### config.mk
export PLATFORM = sky130hd
export DESIGN_NAME = operand_collector
export DESIGN_NICKNAME = d
export VERILOG_FILES = /design/src/rtl/operand_collector.sv
export SDC_FILE = /design/constraint.sdc
export NUM_CORES = 1
export LEC_CHECK = 0
export ABC_AREA = 1
export CORE_UTILIZATION = 36
export CTS_CLUSTER_DIAMETER = 40
export DETAILED_ROUTE_END_ITERATION = 8
export GPL_ROUTABILITY_DRIVEN = 0
export GPL_TIMING_DRIVEN = 0
export PLACE_DENSITY_LB_ADDON = 0.25
export SLEW_MARGIN = 10
export SYNTH_ARGS = -nofsm -noshare
export SYNTH_HDL_FRONTEND = slang
export SYNTH_SLANG_ARGS = --single-unit
export TNS_END_PERCENT = 50
### constraint.sdc
create_clock -name CGRA_Clock -period 1.15 [get_ports CGRA_Clock]
set_input_delay 0.1725 -clock CGRA_Clock [delete_from_list [all_inputs] [get_ports CGRA_Clock]]
set_output_delay 0.1725 -clock CGRA_Clock [all_outputs]
set_load 0.05 [all_outputs]
### src/rtl/operand_collector.sv
// Operand collector: pairs operand A and B streams for one functional unit.
// Optional divide-by-zero guard enabled by defining OPCOL_DIV_ZERO_GUARD_EN.
module operand_collector #(
   parameter int size = 32
) (
   input  logic            CGRA_Clock,
   input  logic            CGRA_Reset,
   input  logic            cfg_load,
   input  logic [3:0]      cfg_select,
   input  logic            a_valid,
   input  logic [size-1:0] a_data,
   output logic            a_ready,
   input  logic            b_valid,
   input  logic [size-1:0] b_data,
   output logic            b_ready,
   output logic            out_valid,
   input  logic            out_ready,
   output logic [size-1:0] out_a,
   output logic [size-1:0] out_b,
   output logic [3:0]      out_select,
   output logic            div_zero
);

   typedef enum logic [1:0] {
      EMPTY  = 2'd0,
      HAVE_A = 2'd1,
      HAVE_B = 2'd2,
      FULL   = 2'd3
   } state_t;

   localparam logic [3:0] SEL_DIV = 4'd3;
   localparam logic [size-1:0] ONE = {{(size-1){1'b0}}, 1'b1};

   state_t          state_q, state_d;
   logic [size-1:0] a_q, a_d;
   logic [size-1:0] b_q, b_d;
   logic [3:0]      op_q, op_d;
   logic [3:0]      sel_q, sel_d;
   logic            dz_q, dz_d;

   logic            hs_a, hs_b, retire, complete, guard;
   logic [size-1:0] b_fin;
   logic [3:0]      sel_snap;

   // Readys depend only on state, out_ready and reset, never on valids.
   always_comb begin
      a_ready = 1'b0;
      b_ready = 1'b0;
      if (!CGRA_Reset) begin
         unique case (state_q)
            EMPTY: begin
               a_ready = 1'b1;
               b_ready = 1'b1;
            end
            HAVE_A: b_ready = 1'b1;
            HAVE_B: a_ready = 1'b1;
            FULL: begin
               a_ready = out_ready;
               b_ready = out_ready;
            end
            default: ;
         endcase
      end
   end

   assign hs_a   = a_valid & a_ready;
   assign hs_b   = b_valid & b_ready;
   assign retire = (state_q == FULL) & out_ready;

   // Next-state: a FULL slot that retires behaves like EMPTY for refill.
   always_comb begin
      state_d = state_q;
      unique case (state_q)
         EMPTY: begin
            if (hs_a && hs_b)  state_d = FULL;
            else if (hs_a)     state_d = HAVE_A;
            else if (hs_b)     state_d = HAVE_B;
         end
         HAVE_A: if (hs_b) state_d = FULL;
         HAVE_B: if (hs_a) state_d = FULL;
         FULL: begin
            if (out_ready) begin
               if (hs_a && hs_b)  state_d = FULL;
               else if (hs_a)     state_d = HAVE_A;
               else if (hs_b)     state_d = HAVE_B;
               else               state_d = EMPTY;
            end
         end
         default: state_d = EMPTY;
      endcase
   end

   assign complete = (state_d == FULL) &&
                     ((state_q != FULL) || out_ready);
   assign b_fin    = hs_b ? b_data : b_q;
   assign sel_snap = cfg_load ? cfg_select : op_q;

`ifdef OPCOL_DIV_ZERO_GUARD_EN
   assign guard = complete && (sel_snap == SEL_DIV) &&
                  (b_fin == '0);
`else
   assign guard = 1'b0;
`endif

   // Datapath: capture on handshake, snapshot select/guard on completion.
   always_comb begin
      op_d  = cfg_load ? cfg_select : op_q;
      a_d   = hs_a ? a_data : a_q;
      b_d   = b_fin;
      sel_d = sel_q;
      dz_d  = retire ? 1'b0 : dz_q;
      if (complete) begin
         sel_d = sel_snap;
         dz_d  = guard;
         if (guard) b_d = ONE;
      end
   end

   // State and data registers with synchronous reset.
   always_ff @(posedge CGRA_Clock) begin
      if (CGRA_Reset) begin
         state_q <= EMPTY;
         a_q     <= '0;
         b_q     <= '0;
         op_q    <= '0;
         sel_q   <= '0;
         dz_q    <= 1'b0;
      end else begin
         state_q <= state_d;
         a_q     <= a_d;
         b_q     <= b_d;
         op_q    <= op_d;
         sel_q   <= sel_d;
         dz_q    <= dz_d;
      end
   end

   assign out_valid  = (state_q == FULL);
   assign out_a      = a_q;
   assign out_b      = b_q;
   assign out_select = sel_q;
   assign div_zero   = dz_q;

endmodule

==> metrics list, run 1 <==
- Entering global routing, the biggest net connects 13 pins.
- In this run the biggest area consumer among cell types represents 52.3% of the synthesized area.
* Critical path class: flop to output pin
* CTS tree: built
* Final Hold Fails: 0
- In the final layout, the share of cells above drive strength 1 is approximately a quarter.
* Height of the die: 90.7 um
- CP max FO: 4
- Layout fillers: 708
* Global-route wire length before repair: around 13000 um
* Violations in the final reports: setup timing
- CTS clk-pin slew, worst paths: roughly 70 ps
* Leading cell type by number of instances after synthesis: nand3_1
- The commonest cells after synthesis are 128 x nand3_1, 79 x nand2_1, 74 x dfxtp_1.
- Fin worst setup slack: -230 ps
- The area growth from synthesis to layout is 64.7%.
* Worst Path Arrival: between 1000 and 1500 ps
- After detailed routing, the average wire length per cell comes to about 13 um.
* Initial core utilization: 38.1%
- Post-synthesis instance area: 2840 sq um
- The worst path in the final design needs a cycle of 1380 ps, including I/O delays and setup.
- The flow ran to the end, but the final reports show violations.
- The initialized floorplan defines 31 standard-cell rows.
- For this run, design rule violations remaining after detail routing come to 0.
* Crit-path cells: nand2_2, a21oi_4, buf_6, buf_8
* Primary flip-flop cell chosen by synthesis mapping: dfxtp_1
- Summing all multi-input logic gate instances after layout gives between 1000 and 1500 sq um.
* Placed Instance Area: 4380 sq um
- Slowest stage cell on the critical path: dfxtp_4
* Total iterations of the first detailed-routing run: 4
* Hpwl dp: 5740 um
* Library cell occupying the most area in the post-synthesis netlist: dfxtp_1
- Worst supply voltage drop on vdd: between 0.7 and 0.8 mV
- The die covers 8230 sq um.
- After detailed routing, the number of vias per cell comes to 4.75.
- Total buffers and inverters traversed by the critical path: 2
* Maximum clock insertion buffer count: 2
- Total count of max-transition violations in the final report: 0
- The worst setup path is launched from a flop.
- In the final layout, flip-flops and latches occupy 1490 sq um.
* Count of nets left with antenna violations after detail routing: 0
- For the worst-skew pair, the clock arrives at the later sink with an insertion delay of between 300 and 400 ps.
- Max incr delay on CP: 380 ps
- The clock arrives with slightly above 6 ps of skew.
- Vias in the first global route: 2754
* Final Non-Filler Cells: approximately 630
- Synthesis-stage register bit count: 74
* Total leakage power: about 2.3 nW
* Initial antenna violation count: 0
- 0 antenna diodes ended up in the layout.
* Synthesized instance count: roughly 360
* Number of maximum-capacitance constraint violations: 0
- Utilization after layout: roughly 63%
* Number of placed instances, taps included: around 600
- Post-synthesis net count: ~430
- Number of distinct library cells after synthesis: 20
* Total wirelength of the detailed-routed design: 8310 um
- Ranked by total cell area, the synthesized netlist is headed by dfxtp_1 52%, nand3_1 23%, nand2_1 10%.
- Number of setup violations in the final report: 67
* Warnings from Yosys: 0
- H-tree depth reported by CTS: 3
- Post-route clock period utilization: 120%
- In this run, CTS created clock tree buffers numbering 9.
- DRC marker count from the first detailed-route iteration: 73
- Timing would allow up to just over 700 MHz.
- Share of synthesized registers carrying an async set or reset: 0%
- After global routing the overflow that remains totals 0.
- Measured along the x axis, the die boundary spans approximately 90 um.
- STA classifies the critical path endpoint as an output pin.
- The tightest min-delay check is of the input port to flop type.
- Across all layers, the routed design uses 2974 vias.
- For this design, the sink count on the clock tree is 74.
- Sequential cells were found to cover 52.3% of the synthesized design area.
- The final layout contains about 600 nets.
- The synthesized design contains 0 enable-type register cells.
- # IOs: 146
- After floorplanning, the core was sized to cover 7450 sq um.
* Cell area after layout: between 4000 and 5000 sq um
- Cell at the root of the clock tree: clkbuf_8
- Global router's overall resource usage: 19.7%
* Pwr/cell area: ~1600 nW/um^2
- Number of port buffers: 142
- The kind of cell with the highest combined delay along the critical path is flip-flops.
* Required arrival time at the worst endpoint: 980 ps
- Average size of a mapped cell: roughly 8 sq um
* Setup repair after global routing missed its margin: true
[kinds of logic after synthesis]
kind of cell,synth area share [%]
buf+inv,8.34
other cells,0.132
flops,52.3
simple gates,36.5
compound gates,2.82
[cell usage in the layout, fill, tap and decap left out, drive strengths merged]
cell / instances
inv: 16
clkbuf: 50
bufinv: 4
or2: 1
dfxtp: 74
dlygate4sd2: 1
nor2: 8
nand3: 129
nand2: 83
clkdlybuf4s50: 70
conb: 1
nand4: 4
o21ai: 6
buf: 76
a21oi: 4
[area by class of cell]
cell class / count / share of cell area, %
plain buffers: 29 / 4.61
clock buffers: 12 / 3.54
clock inverters: 4 / 2.57
inverters: 16 / 1.29
multi-input cells: 236 / 24.8
flip-flops and latches: 74 / 31.9
well taps: 99 / 2.65
repair buffers: 156 / 28.7
[metal layers]
layer  vias to the layer above  track usage, %  routed length (um)
met5                         -               0                   0
met4                         0            6.85                 112
met3                        10            6.48                 787
met2                       123            31.9                3980
met1                      1330            24.4                3440
li1                       1511               -                   -
[worst register-to-register path, cell delays in order (launching register included)]
cell and delay (ps):
dfxtp_4 380, nand2_2 70, a21oi_4 160, buf_4 130
buf_6 130, nand2_8 90, buf_6 150, nand3_1 70
nand2_1 60
[stage by stage]
| stage | setup TNS [ps] | hold WS (ps) | worst slack [ps] | total power, W |
|---|---|---|---|---|
| 3_3_place_gp | -45680 | 448 | -1150 | 0.00464 |
| 3_5_place_dp | -45170 | 455 | -1130 | 0.00466 |
| 5_1_grt | -15570 | 211 | -276 | 0.00769 |
| 6_report | -10730 | 190 | -230 | 0.00738 |
| 4_1_cts | -8780 | 150 | -271 | 0.00732 |
| 2_1_floorplan | -224 | 311 | -7.46 | 0.00395 |
[path summary, 6_finish.rpt]
| check | startpoint | end | slack [ps] | cells past startpoint |
|---|---|---|---|---|
| worst max-delay path | state_q[1]$_SDFF_PP0_ | a_ready | -230 | 4 |
| worst min-delay path | b_valid | out_b[0]$_SDFFE_PP0P_ | 190 | 3 |
| worst max register to register | state_q[1]$_SDFF_PP0_ | out_a[12]$_SDFFE_PP0P_ | -200 | 8 |
| worst min register to register | out_b[14]$_SDFFE_PP0P_ | out_b[14]$_SDFFE_PP0P_ | 460 | 2 |
[power by group]
part / internal, W / total (W) / switching (W)
Sequential: 0.00275 / 0.00285 / 0.0000963
Clock: 0.00184 / 0.00278 / 0.000935
Combinational: 0.000636 / 0.00175 / 0.00111
[repair_timing]
item / in CTS / in global routing
setup buffers: 4 / 4
hold buffers: 0 / 0
setup endpoints to repair: 137 / 99
resized for setup: 374 / 52
pin swaps: 2 / 2
gates cloned: 0 / 6
[flip-flops by register name, indices dropped and copies added (netlist names)]
register and cells:
out_a 32, op_q 4, state_q 2, out_select 4
out_b 32
(Power assumes the default switching activity.)
==> run 2, diff against run 1 <==
- CORE_MARGIN: unset -> 2
==> metrics list, run 2 (same netlist as run 1, synthesis figures left out) <==
* Outcome: complete, but fails checks
* Violations in the final reports: setup timing
- The layout cell share with drive strength beyond 1 is 30.6% (+5.4 points).
* Met3 usage in global routing: 5.45% (-1.0 points)
* Mean routed wirelength per cell: 13.4 um (+0.66%)
* Highest-count cells in the layout ignoring fill and taps: 99 x nand3_1, 79 x nand2_1, 72 x dfxtp_1
- The via count was 2978 (+0.13%).
* Post-route clock period utilization: 121% (+1.1 points)
- The total number of nets in the final design came to 595 (-0.17%).
- At the pin with the least slew margin, the transition time is 709 ps.
- The final worst hold slack came to 192 ps (+2.53 ps).
* Most common cell after layout, fill and taps aside: nand3_1
* Cell at the root of the clock tree: clkbuf_8
- Headroom to the max-slew limit: 52.7%
- Met2 capacity usage during global routing: 31.8% (-0.13 points)
- The total length of routed wires came to 8400 um (+0.99%).
- The cts-stage hold buffer count was 0 (unchanged).
- The maximum clock rate is 718 MHz (-0.91%).
* Maximum number of pins on one net before global-route repair: 13 (unchanged)
- Number of port buffers: 142 (unchanged)
* Number of maximum-capacitance constraint violations: 0 (unchanged)
* Fin worst setup slack: -242 ps (-12.7 ps)
* Vias per std cell: 4.74 (-0.18%)
* R2R depth: 8 (unchanged)
- The overall overflow remaining after global route is 0 (unchanged).
* Die Span X: 92.7 um (+2.2%)
- Relative to the synthesized area, the layout overhead comes to 71.1%.
* Number of setup violations in the final report: 70 (+4.5%)
- The worst setup path is captured at an output pin.
- Post-placement setup slack: -1170 ps (-42.0 ps)
- Clock period minus worst slack: 1390 ps (+12.7 ps)
* # IOs: 146 (unchanged)
- The number of antenna violations at the first check in global routing is 0 (unchanged).
* Crit path capture: b_ready
- The worst hold path belongs to the class input port to flop.
* Height of the die: 92.7 um (+2.2%)
- Critical path class: flop to output pin
* Total count of max-transition violations in the final report: 0 (unchanged)
- The initial core utilization came to 36.9% (-1.2 points).
* Clock network latency to the later pin of the worst-skew pair: 340 ps (about the same)
* Clock buffers created by TritonCTS: 9 (unchanged)
* Vias in the first global route: 2781 (+0.98%)
* Global router's overall resource usage: 18.9% (-0.81 points)
* Core region area: 7690 sq um (+3.2%)
* Beginning of the worst register-to-register path: state_q[0]$_SDFF_PP0_
- The worst setup path is launched from a flop.
* CTS tree: built
* Worst setup path startpoint: state_q[0]$_SDFF_PP0_
- Setup repair after global routing missed its margin: true
- The number of nets still failing antenna checks after routing came to 0 (unchanged).
- Reg-to-reg setup timing slack: -180 ps (+20 ps)
- Final Hold Fails: 0 (unchanged)
- The die area is 8600 sq um (+4.5%).
* Antenna cells: 0 (unchanged)
- The met1 usage is 22.8% (-1.6 points).
* H-tree depth reported by CTS: 3 (unchanged)
- The largest driver fanout on the critical path came to 3 (-1).
* Worst Path Arrival: 1220 ps (about the same)
* Pwr/cell area: 1540 nW/um^2 (-2.8%)
- The required time at the endpoint of the critical path was 980 ps (about the same).
* Total iterations of the first detailed-routing run: 4 (unchanged)
* Busiest layer in global routing: met2
* Placement Rows: 32 (+3.2%)
- DRC violations left: 0 (unchanged)
- In this run the critical register-to-register path is captured at out_b[9]$_SDFFE_PP0P_.
- The wire length of the first global-routing pass came to 13000 um (-1.7%).
* CTS clk-pin slew, worst paths: 70 ps (about the same)
* Hpwl dp: 5880 um (+2.4%)
- Number of sinks driven by the clock tree: 74 (unchanged)
* Total leakage power: 2.32 nW (+0.22%)
* Maximum clock insertion buffer count: 2 (unchanged)
* Worst supply voltage drop on vdd: 0.877 mV (+22%)
- DRC marker count from the first detailed-route iteration: 38 (-48%)
- The final clock skew is 5.64 ps (-0.415 ps).
## run 2: how the worst min path moves through the flow
stage          slack, ps              startpoint                      to  depth (start not counted)
5_1_grt              210                 b_valid   out_b[0]$_SDFFE_PP0P_                          3
3_5_place_dp         460   out_b[9]$_SDFFE_PP0P_   out_b[9]$_SDFFE_PP0P_                          2
4_1_cts              150                 a_valid   out_a[5]$_SDFFE_PP0P_                          3
2_1_floorplan        310               a_data[0]   out_a[0]$_SDFFE_PP0P_                          2
3_3_place_gp         450  out_a[31]$_SDFFE_PP0P_  out_a[31]$_SDFFE_PP0P_                          2
6_report             190                 a_valid   out_a[5]$_SDFFE_PP0P_                          3
## run 2: critical path, cell delays in order, from the launching register on
cell and delay (ps):
dfxtp_4 380, nand2_4 60, a21oi_4 170, buf_6 130, buf_8 130
## run 2: repair_timing
item,in CTS,in global routing
setup endpoints to repair,138,108
pin swaps,0,20
buffers inserted,4,5
gates cloned,0,4
gates resized for setup,375,109
## run 2: per-stage QoR
step | utilization, % | area, sq um | power, W | std cells | setup TNS, ps
floorplan | - | 2840 | 0.00395 | 355 | -224
global placement | 57.0 | 4390 | 0.00464 | 599 | -45650
detailed placement | 57.0 | 4390 | 0.00467 | 599 | -47370
CTS | 57.2 | 4400 | 0.00732 | 619 | -6860
global route | 63.1 | 4850 | 0.00775 | 628 | -14290
finish | 63.1 | 4850 | 0.00745 | 628 | -9720
## run 2: layout make-up
type                    count  area (sq um)
clock buffers              12           165
clock inverters             4           120
flip-flops and latches     74          1490
inverters                  16          60.1
well taps                 102           128
multi-input cells         236          1300
repair buffers            155          1380
fillers                   721          2840
plain buffers              29           213
## run 2: routing by layer
layer,wire length [um],up-vias
li1,-,1513
met1,3500,1346
met4,89,0
met2,4130,111
met5,0,-
met3,672,8
## run 2: where the power goes
part,switching (W),total (W),internal (W)
clock network,0.000941,0.00278,0.00184
registers,0.000112,0.00287,0.00275
logic,0.00113,0.00180,0.000670
total,0.00218,0.00745,0.00526
